`src/rtl/game_timer.sv`:
```
// game_timer: MM:SS countdown that samples a divided tick as data in the 100 MHz domain.
// Optional feature macro GAME_TIMER_WARN_EN adds a registered warn output for the final ten seconds.
module game_timer #(
   parameter int TICK_HZ   = 100,
   parameter int START_MIN = 2,
   parameter int START_SEC = 0
) (
   input  logic       clk100MHz,
   input  logic       rst,
   input  logic       tick_clk,
   input  logic       start,
   input  logic       pause,
   input  logic       clear,
   output logic [3:0] min_tens,
   output logic [3:0] min_ones,
   output logic [3:0] sec_tens,
   output logic [3:0] sec_ones,
   output logic       running,
   output logic       expired,
   output logic       timeout_pulse
`ifdef GAME_TIMER_WARN_EN
   ,
   output logic       warn
`endif
);

   localparam int            PW          = (TICK_HZ > 1) ? $clog2(TICK_HZ) : 1;
   localparam logic [PW-1:0] PRE_MAX     = PW'(TICK_HZ - 1);
   localparam logic [3:0]    P_MT        = 4'(START_MIN / 10);
   localparam logic [3:0]    P_MO        = 4'(START_MIN % 10);
   localparam logic [3:0]    P_ST        = 4'(START_SEC / 10);
   localparam logic [3:0]    P_SO        = 4'(START_SEC % 10);
   localparam bit            PRESET_ZERO = (START_MIN == 0) && (START_SEC == 0);

   typedef enum logic [1:0] {IDLE, RUN, PAUSED, EXPIRED} state_t;

   state_t        state_q, state_d;
   logic          s1_q, s2_q, s3_q, tick_en_q;
   logic [PW-1:0] presc_q, presc_d;
   logic [3:0]    mt_q, mo_q, st_q, so_q;
   logic [3:0]    mt_d, mo_d, st_d, so_d;
   logic [3:0]    mt_dec, mo_dec, st_dec, so_dec;
   logic          sec_en, dec_zero;
   logic          running_q, expired_q, timeout_q;
`ifdef GAME_TIMER_WARN_EN
   logic          warn_q;

   function automatic logic in_warn(input logic [3:0] mt, input logic [3:0] mo,
                                    input logic [3:0] st, input logic [3:0] so);
      return (mt == 4'd0) && (mo == 4'd0) &&
             (((st == 4'd0) && (so != 4'd0)) || ((st == 4'd1) && (so == 4'd0)));
   endfunction
`endif

   // BCD borrow chain; a zero count is left untouched so the timer never underflows
   always_comb begin
      mt_dec = mt_q;
      mo_dec = mo_q;
      st_dec = st_q;
      so_dec = so_q;
      if ({mt_q, mo_q, st_q, so_q} != 16'h0000) begin
         if (so_q != 4'd0) begin
            so_dec = so_q - 4'd1;
         end else begin
            so_dec = 4'd9;
            if (st_q != 4'd0) begin
               st_dec = st_q - 4'd1;
            end else begin
               st_dec = 4'd5;
               if (mo_q != 4'd0) begin
                  mo_dec = mo_q - 4'd1;
               end else begin
                  mo_dec = 4'd9;
                  mt_dec = mt_q - 4'd1;
               end
            end
         end
      end
   end

   assign dec_zero = ({mt_dec, mo_dec, st_dec, so_dec} == 16'h0000);
   assign sec_en   = (state_q == RUN) && tick_en_q && (presc_q == PRE_MAX);

   always_comb begin
      state_d = state_q;
      presc_d = presc_q;
      mt_d    = mt_q;
      mo_d    = mo_q;
      st_d    = st_q;
      so_d    = so_q;
      if (clear) begin
         state_d = IDLE;
         presc_d = '0;
         mt_d    = P_MT;
         mo_d    = P_MO;
         st_d    = P_ST;
         so_d    = P_SO;
      end else begin
         case (state_q)
            IDLE: begin
               if (start) begin
                  presc_d = '0;
                  state_d = PRESET_ZERO ? EXPIRED : RUN;
               end
            end
            RUN: begin
               if (tick_en_q) presc_d = (presc_q == PRE_MAX) ? '0 : presc_q + PW'(1);
               if (sec_en) begin
                  mt_d = mt_dec;
                  mo_d = mo_dec;
                  st_d = st_dec;
                  so_d = so_dec;
               end
               // reaching 00:00 outranks a simultaneous pause
               if (sec_en && dec_zero) state_d = EXPIRED;
               else if (pause && !start) state_d = PAUSED;
            end
            PAUSED: begin
               if (start) state_d = RUN;
            end
            EXPIRED: state_d = EXPIRED;
            default: state_d = IDLE;
         endcase
      end
   end

   always_ff @(posedge clk100MHz) begin
      if (rst) begin
         s1_q      <= 1'b0;
         s2_q      <= 1'b0;
         s3_q      <= 1'b0;
         tick_en_q <= 1'b0;
         state_q   <= IDLE;
         presc_q   <= '0;
         mt_q      <= P_MT;
         mo_q      <= P_MO;
         st_q      <= P_ST;
         so_q      <= P_SO;
         running_q <= 1'b0;
         expired_q <= 1'b0;
         timeout_q <= 1'b0;
`ifdef GAME_TIMER_WARN_EN
         warn_q    <= 1'b0;
`endif
      end else begin
         s1_q      <= tick_clk;
         s2_q      <= s1_q;
         s3_q      <= s2_q;
         tick_en_q <= s2_q & ~s3_q;
         state_q   <= state_d;
         presc_q   <= presc_d;
         mt_q      <= mt_d;
         mo_q      <= mo_d;
         st_q      <= st_d;
         so_q      <= so_d;
         running_q <= (state_d == RUN);
         expired_q <= (state_d == EXPIRED);
         timeout_q <= (state_d == EXPIRED) && (state_q != EXPIRED);
`ifdef GAME_TIMER_WARN_EN
         warn_q    <= ((state_d == RUN) || (state_d == PAUSED)) && in_warn(mt_d, mo_d, st_d, so_d);
`endif
      end
   end

   assign min_tens      = mt_q;
   assign min_ones      = mo_q;
   assign sec_tens      = st_q;
   assign sec_ones      = so_q;
   assign running       = running_q;
   assign expired       = expired_q;
   assign timeout_pulse = timeout_q;
`ifdef GAME_TIMER_WARN_EN
   assign warn          = warn_q;
`endif

endmodule

```
`config.mk`:
```
export PLATFORM = sky130hd
export DESIGN_NAME = game_timer
export DESIGN_NICKNAME = d
export VERILOG_FILES = /design/src/rtl/game_timer.sv
export SDC_FILE = /design/constraint.sdc
export NUM_CORES = 1
export LEC_CHECK = 0
export BUFFER_PORTS_ARGS = -buffer_cell sky130_fd_sc_hd__buf_2
export CAP_MARGIN = 5
export CORE_MARGIN = 4
export CORE_UTILIZATION = 30
export DETAILED_ROUTE_END_ITERATION = 8
export PLACE_DENSITY_LB_ADDON = 0.1
export SLEW_MARGIN = 20
export SYNTH_ARGS = -nofsm -noshare
export SYNTH_HDL_FRONTEND = slang
export SYNTH_SLANG_ARGS = --single-unit
```
`constraint.sdc`:
```
create_clock -name clk100MHz -period 3.5 [get_ports clk100MHz]
set_input_delay 0 -clock clk100MHz [delete_from_list [all_inputs] [get_ports clk100MHz]]
set_output_delay 0 -clock clk100MHz [all_outputs]
set_load 0.005 [all_outputs]
```
# Word level (Yosys, flattened, before mapping)
# Cells that the tools add are included.
[word_totals]
elab_cells = 68
input_bits = 6
ff_bits = 32
out_inout_bits = 19
[op_classes]
n_eq_ne = 9
mux = 22
n_addsub = 5
n_bitwise = 2
reduce_logical = 17
[op_table]
columns = ["operator", "count"]
rows = [
  ["4-bit 2-to-1 mux", 13],
  ["7-bit 2-to-1 mux", 3],
  ["16-bit logical NOT", 1],
  ["16-bit nonzero test", 1],
  ["4-bit by 1-bit subtractor with 4-bit output, second input constant", 4],
  ["7-bit case mux with 2 select lines", 1],
  ["4-bit nonzero test", 3],
  ["2-bit 2-to-1 mux", 4],
  ["7-bit by 1-bit adder with 7-bit output, second input constant", 1],
  ["7-bit equality test, second input constant", 1],
  ["2-bit equality test, second input constant", 3],
  ["2-bit inequality test, second input constant", 3],
  ["2-bit case mux with 3 select lines", 1],
  ["1-bit logical AND", 5],
  ["2-bit by 1-bit equality test with 1-bit output, second input constant", 2],
  ["2-bit OR reduction", 2],
  ["3-bit AND reduction", 1],
  ["2-bit logical NOT", 1],
  ["2-bit AND reduction", 1],
  ["2-bit nonzero test", 1],
  ["1-bit AND", 1],
  ["1-bit logical NOT", 1],
  ["1-bit NOT", 1],
]

# Logic depth before layout (Yosys ltp)
[logic_depth]
ltp_word = 12
ltp_mapped = 7
mapped_depth_nobuf = 7

# Worst setup path after synthesis
# OpenSTA, ideal clock, no wires.
[synth_path]
kind = "flip-flop to flip-flop"
start = "register presc_q[2]"
end = "register running_q, in the netlist running"
path_stages_with_launch = 7
arrival_time_ps = 1740
n_path_buf = 1
synth_period_minus_slack_ps = 1871
setup_ps = 131
setup_slack_ps = 1629
cell_sequence = "dfxtp_1 > or3_4 > or3_1 > buf_6 > nor4b_4 > and4_1 > a2111oi_0"
[synth_via]
elab_chain_cells = 7
[synth_rtl]
columns = ["item", "line", "source"]
rows = [
  ["from (decl)", "39", "logic [PW-1:0] presc_q, presc_d;"],
  ["from (signal assigned)", "151", "presc_q <= presc_d;"],
  ["7-bit equality test", "82", "assign sec_en = (state_q == RUN) && tick_en_q && (presc_q == PRE_MAX);"],
  ["1-bit logical AND", "82", ""],
  ["1-bit logical AND", "115", "if (sec_en && dec_zero) state_d = EXPIRED;"],
  ["2-bit 2-to-1 mux", "115", ""],
  ["2-bit case mux with 3 select lines", "99", "case (state_q)"],
  ["2-bit 2-to-1 mux", "91", "if (clear) begin"],
  ["2-bit by 1-bit equality test with 1-bit output", "156", "running_q <= (state_d == RUN);"],
  ["to (signal assigned)", "156", ""],
  ["to (decl)", "44", "logic running_q, expired_q, timeout_q;"],
]
# Every way passes these cells.
# A chain may end at the register's enable or synchronous reset.

# Worst setup path after layout
[layout_path]
start = "register mt_q[0], in the netlist min_tens[0]"
end = "register running_q, in the netlist running"
[layout_via]
elab_chain_cells = 11
word_cells_on_any_way = 15
cone_classes = "1 x add/sub; 1 x eq/ne; 10 x mux; 3 x reduce/logical"
[layout_rtl]
columns = ["item", "line", "source"]
rows = [
  ["from (decl)", "40", "logic [3:0] mt_q, mo_q, st_q, so_q;"],
  ["from (signal assigned)", "152", "mt_q <= mt_d;"],
  ["4-bit by 1-bit subtractor with 4-bit output", "74", "mt_dec = mt_q - 4'd1;"],
  ["4-bit 2-to-1 mux", "70", "if (mo_q != 4'd0) begin"],
  ["4-bit 2-to-1 mux", "66", "if (st_q != 4'd0) begin"],
  ["4-bit 2-to-1 mux", "62", "if (so_q != 4'd0) begin"],
  ["4-bit 2-to-1 mux", "61", "if ({mt_q, mo_q, st_q, so_q} != 16'h0000) begin"],
  ["16-bit logical NOT (*)", "81", "assign dec_zero = ({mt_dec, mo_dec, st_dec, so_dec} == 16'h0000);"],
  ["1-bit logical AND (*)", "115", ""],
  ["2-bit 2-to-1 mux (*)", "115", ""],
  ["2-bit case mux with 3 select lines (*)", "99", ""],
  ["2-bit 2-to-1 mux (*)", "91", ""],
  ["2-bit by 1-bit equality test with 1-bit output (*)", "156", ""],
]
# Mark *: on every way between the ends. The rest lies on a longest branch, timed or not.

==> impl_metrics.csv <==
group,metric,value,unit
grt,grt_pass1_wl,6270,um
layout,finalNetCount,220,
synthesis,async_reset_ff_share,0,%
routing,drtIter0Drc,64,
synthesis,synth-simple-area-share,32.6,%
timing,hold_viol,0,
routing,wl,3650,um
placed_design,io_buffers,24,
timing,period_needed,2200,ps
setup_path,crit_path_max_fanout,5,
min_path,hold_class,"input port to flop",
job,maxCapViolCount,0,
synthesis,synthXorXnorAreaFrac,3.29,%
cts,clockRootBuffer,"clkbuf_8",
routing,via_count,1440,
setup_path,path_delay_family,"simple AND/OR/NAND/NOR gates",
setup_path,critPathSlowestCell,"nor3b_1",
die,rows,26,
layout,final_util,37.3,%
setup_path,cp_num_buf_inv,1,
synthesis,synth_nets,193,
timing,fmax,455,MHz
grt,grt_pass1_vias,1349,
setup_path,cp_slowest_stage_delay,470,ps
timing,tightest_slew,552,ps
cts,cts.clk_slew.worst_paths,70,ps
synthesis,syn_avg_cell_area,8.68,um2
setup_path,start_kind,"flop",
die,pin_count,25,
timing,rsz0062_at_grt,"false",
routing,ant_nets,0,
die,initial_utilization,31.1,%
die,die-height,81.0,um
die,design.die.area,6550,um2
synthesis,synth_fa_ha_area_share,2.35,%
placed_design,place_hpwl,2670,um
power_and_ir_drop,power.density,408,nW/um2
timing,setup_viol,0,
routing,post-route-drc-count,0,
routing,wl_per_cell,12.9,um
cts,clock-sinks,32,
synthesis,yosys_register_bits,32,
cts,cts_tree,"yes",
die,core,5140,um2
synthesis,yosysWarnings,0,
power_and_ir_drop,peakVddDrop,0.161,mV
synthesis,synthDistinctLibCells,44,
synthesis,synthMuxAreaShare,2.51,%
synthesis,yosysTopAreaCell,"dfxtp_1",
synthesis,synth.top_cell.area_share,40.1,%
status,status,"finished, final reports clean",
grt,grt_use_total,12.5,%
layout,insertedDiodeCount,0,
layout,layout_commonest_cell,"dfxtp_1",
setup_path,cp.required,3670,ps
grt,grt_overflow,0,
cts,cts_setup_buffers,0,
synthesis,synth_edf_count,0,
synthesis,synth_top_family_by_area,"simple AND/OR/NAND/NOR gates",
cts,cts_inserted_buffers,5,
setup_path,crit_chain,"inv_1 > ha_1 > nor3b_1 > and4b_1 > mux2i_1 > and4_1 > a2111oi_0",
synthesis,synth_flop_cell,"dfxtp_1",
power_and_ir_drop,power,783,uW
timing,fin_setup_tns,0,ps
routing,vias_per_cell,5.11,
timing,skew,6.36,ps
timing,fin_crit_sh,62.8,%
power_and_ir_drop,p_leak,0.742,nW
routing,drt-pass1-iter-count,4,
timing,slew_headroom,63.1,%
synthesis,synth.area.top_cells,"dfxtp_1 (40%), a21oi_1 (6.0%), nor2_1 (5.6%)",
synthesis,ys_seq_area_share,40.1,%
setup_path,endpoint_kind,"flop",
setup_path,timing_worst_setup_path_type,"flop to flop",
grt,antenna_found_initial,0,
synthesis,synth-compound-area-share,15.9,%
die,die_w,81.0,um
grt,grt_max_degree,25,
setup_path,arrival,2360,ps
layout,mostFrequentLayoutCells,"dfxtp_1 (32), nor2_1 (24), buf_2 (24)",
cts,cts_htree_levels,2,
synthesis,syn_area,1600,um2
layout,syn2layout_area_growth,20.1,%
cts,clock_path_buffers,2,
layout,drive_gt1_share,20.3,%
placed_design,gp_congestion,0.801,
synthesis,synth_cells,184,
timing,drv_slew,0,
cts,clk_latency,280,ps
layout make-up:
cell class | instances | area (um2)
fillers | 569 | 3220
well taps | 70 | 87.6
clock inverters | 1 | 30.0
flip-flops and latches | 32 | 641
inverters | 5 | 18.8
multi-input cells | 141 | 905
repair buffers | 26 | 140
clock buffers | 7 | 96.3
path summary, 6_finish.rpt:
path                    start         end  slack (ps)  depth (start not counted)
hold reg to reg          s3_q   tick_en_q         380                          1
setup / recovery  min_tens[0]     running        1300                          7
setup reg to reg  min_tens[0]     running        1300                          7
hold / removal          start  state_q[0]          40                          3
logic make-up after synthesis:
family / after synthesis
AND/OR/NAND/NOR: 87
AO/OA/AOI/OAI: 41
flip-flops: 32
buffers and inverters: 11
XOR/XNOR: 6
multiplexers: 4
adder cells (fa/ha/maj): 3
cells in the mapped netlist, types with 5 or more instances:
cell type / number
dfxtp_1: 32
nor2_1: 24
o21ai_0: 9
nand3_1: 6
nor4_1: 5
inv_1: 5
or3_1: 5
nor3_1: 5
nor2b_1: 5
a21oi_1: 19
nand2_1: 11
worst reg2reg max path, stage by stage (launching register included):
cell	delay, ps
dfxtp_1	350
inv_1	90
ha_1	140
nor3b_1	470
and4b_1	290
mux2i_1	160
and4_1	240
a2111oi_0	340
layer usage:
layer	wire length, um	share of wire [%]	track usage (%)
met1	1690	46	15.5
met2	1660	46	19.5
met3	217	6.0	3.99
met5	0	0	0
met4	79	2.2	5.91
repair_timing:
action,in CTS,in global routing
hold buffers,2,0
endpoints found under the hold margin,3,0
resized for setup,0,0
state kept, by name, summed over array words and instances, names as in the netlist:
register,count
expired,1
min_ones,4
min_tens,4
presc_q,7
running,1
s1_q,1
s2_q,1
s3_q,1
sec_ones,4
sec_tens,4
state_q,2
tick_en_q,1
timeout_pulse,1
power by group:
part | leakage (nW) | switching (mW) | internal, mW | total (mW)
combinational | 0.419 | 0.0141 | 0.00909 | 0.0232
clock | 0.0645 | 0.140 | 0.251 | 0.391
sequential | 0.259 | 0.00169 | 0.367 | 0.368
total | 0.742 | 0.156 | 0.627 | 0.783
metrics by stage:
stage               hold WS [ps]  cell area (um2)  setup slack, ps  std cells
finish                      43.6             1920             1300        282
global route                62.3             1920             1060        282
floorplan                   71.6             1600             1630        184
global placement             216             1770             1370        272
CTS                         34.2             1920             1300        282
detailed placement           225             1770             1320        272
Note: power is estimated with default switching activity, not from simulation.
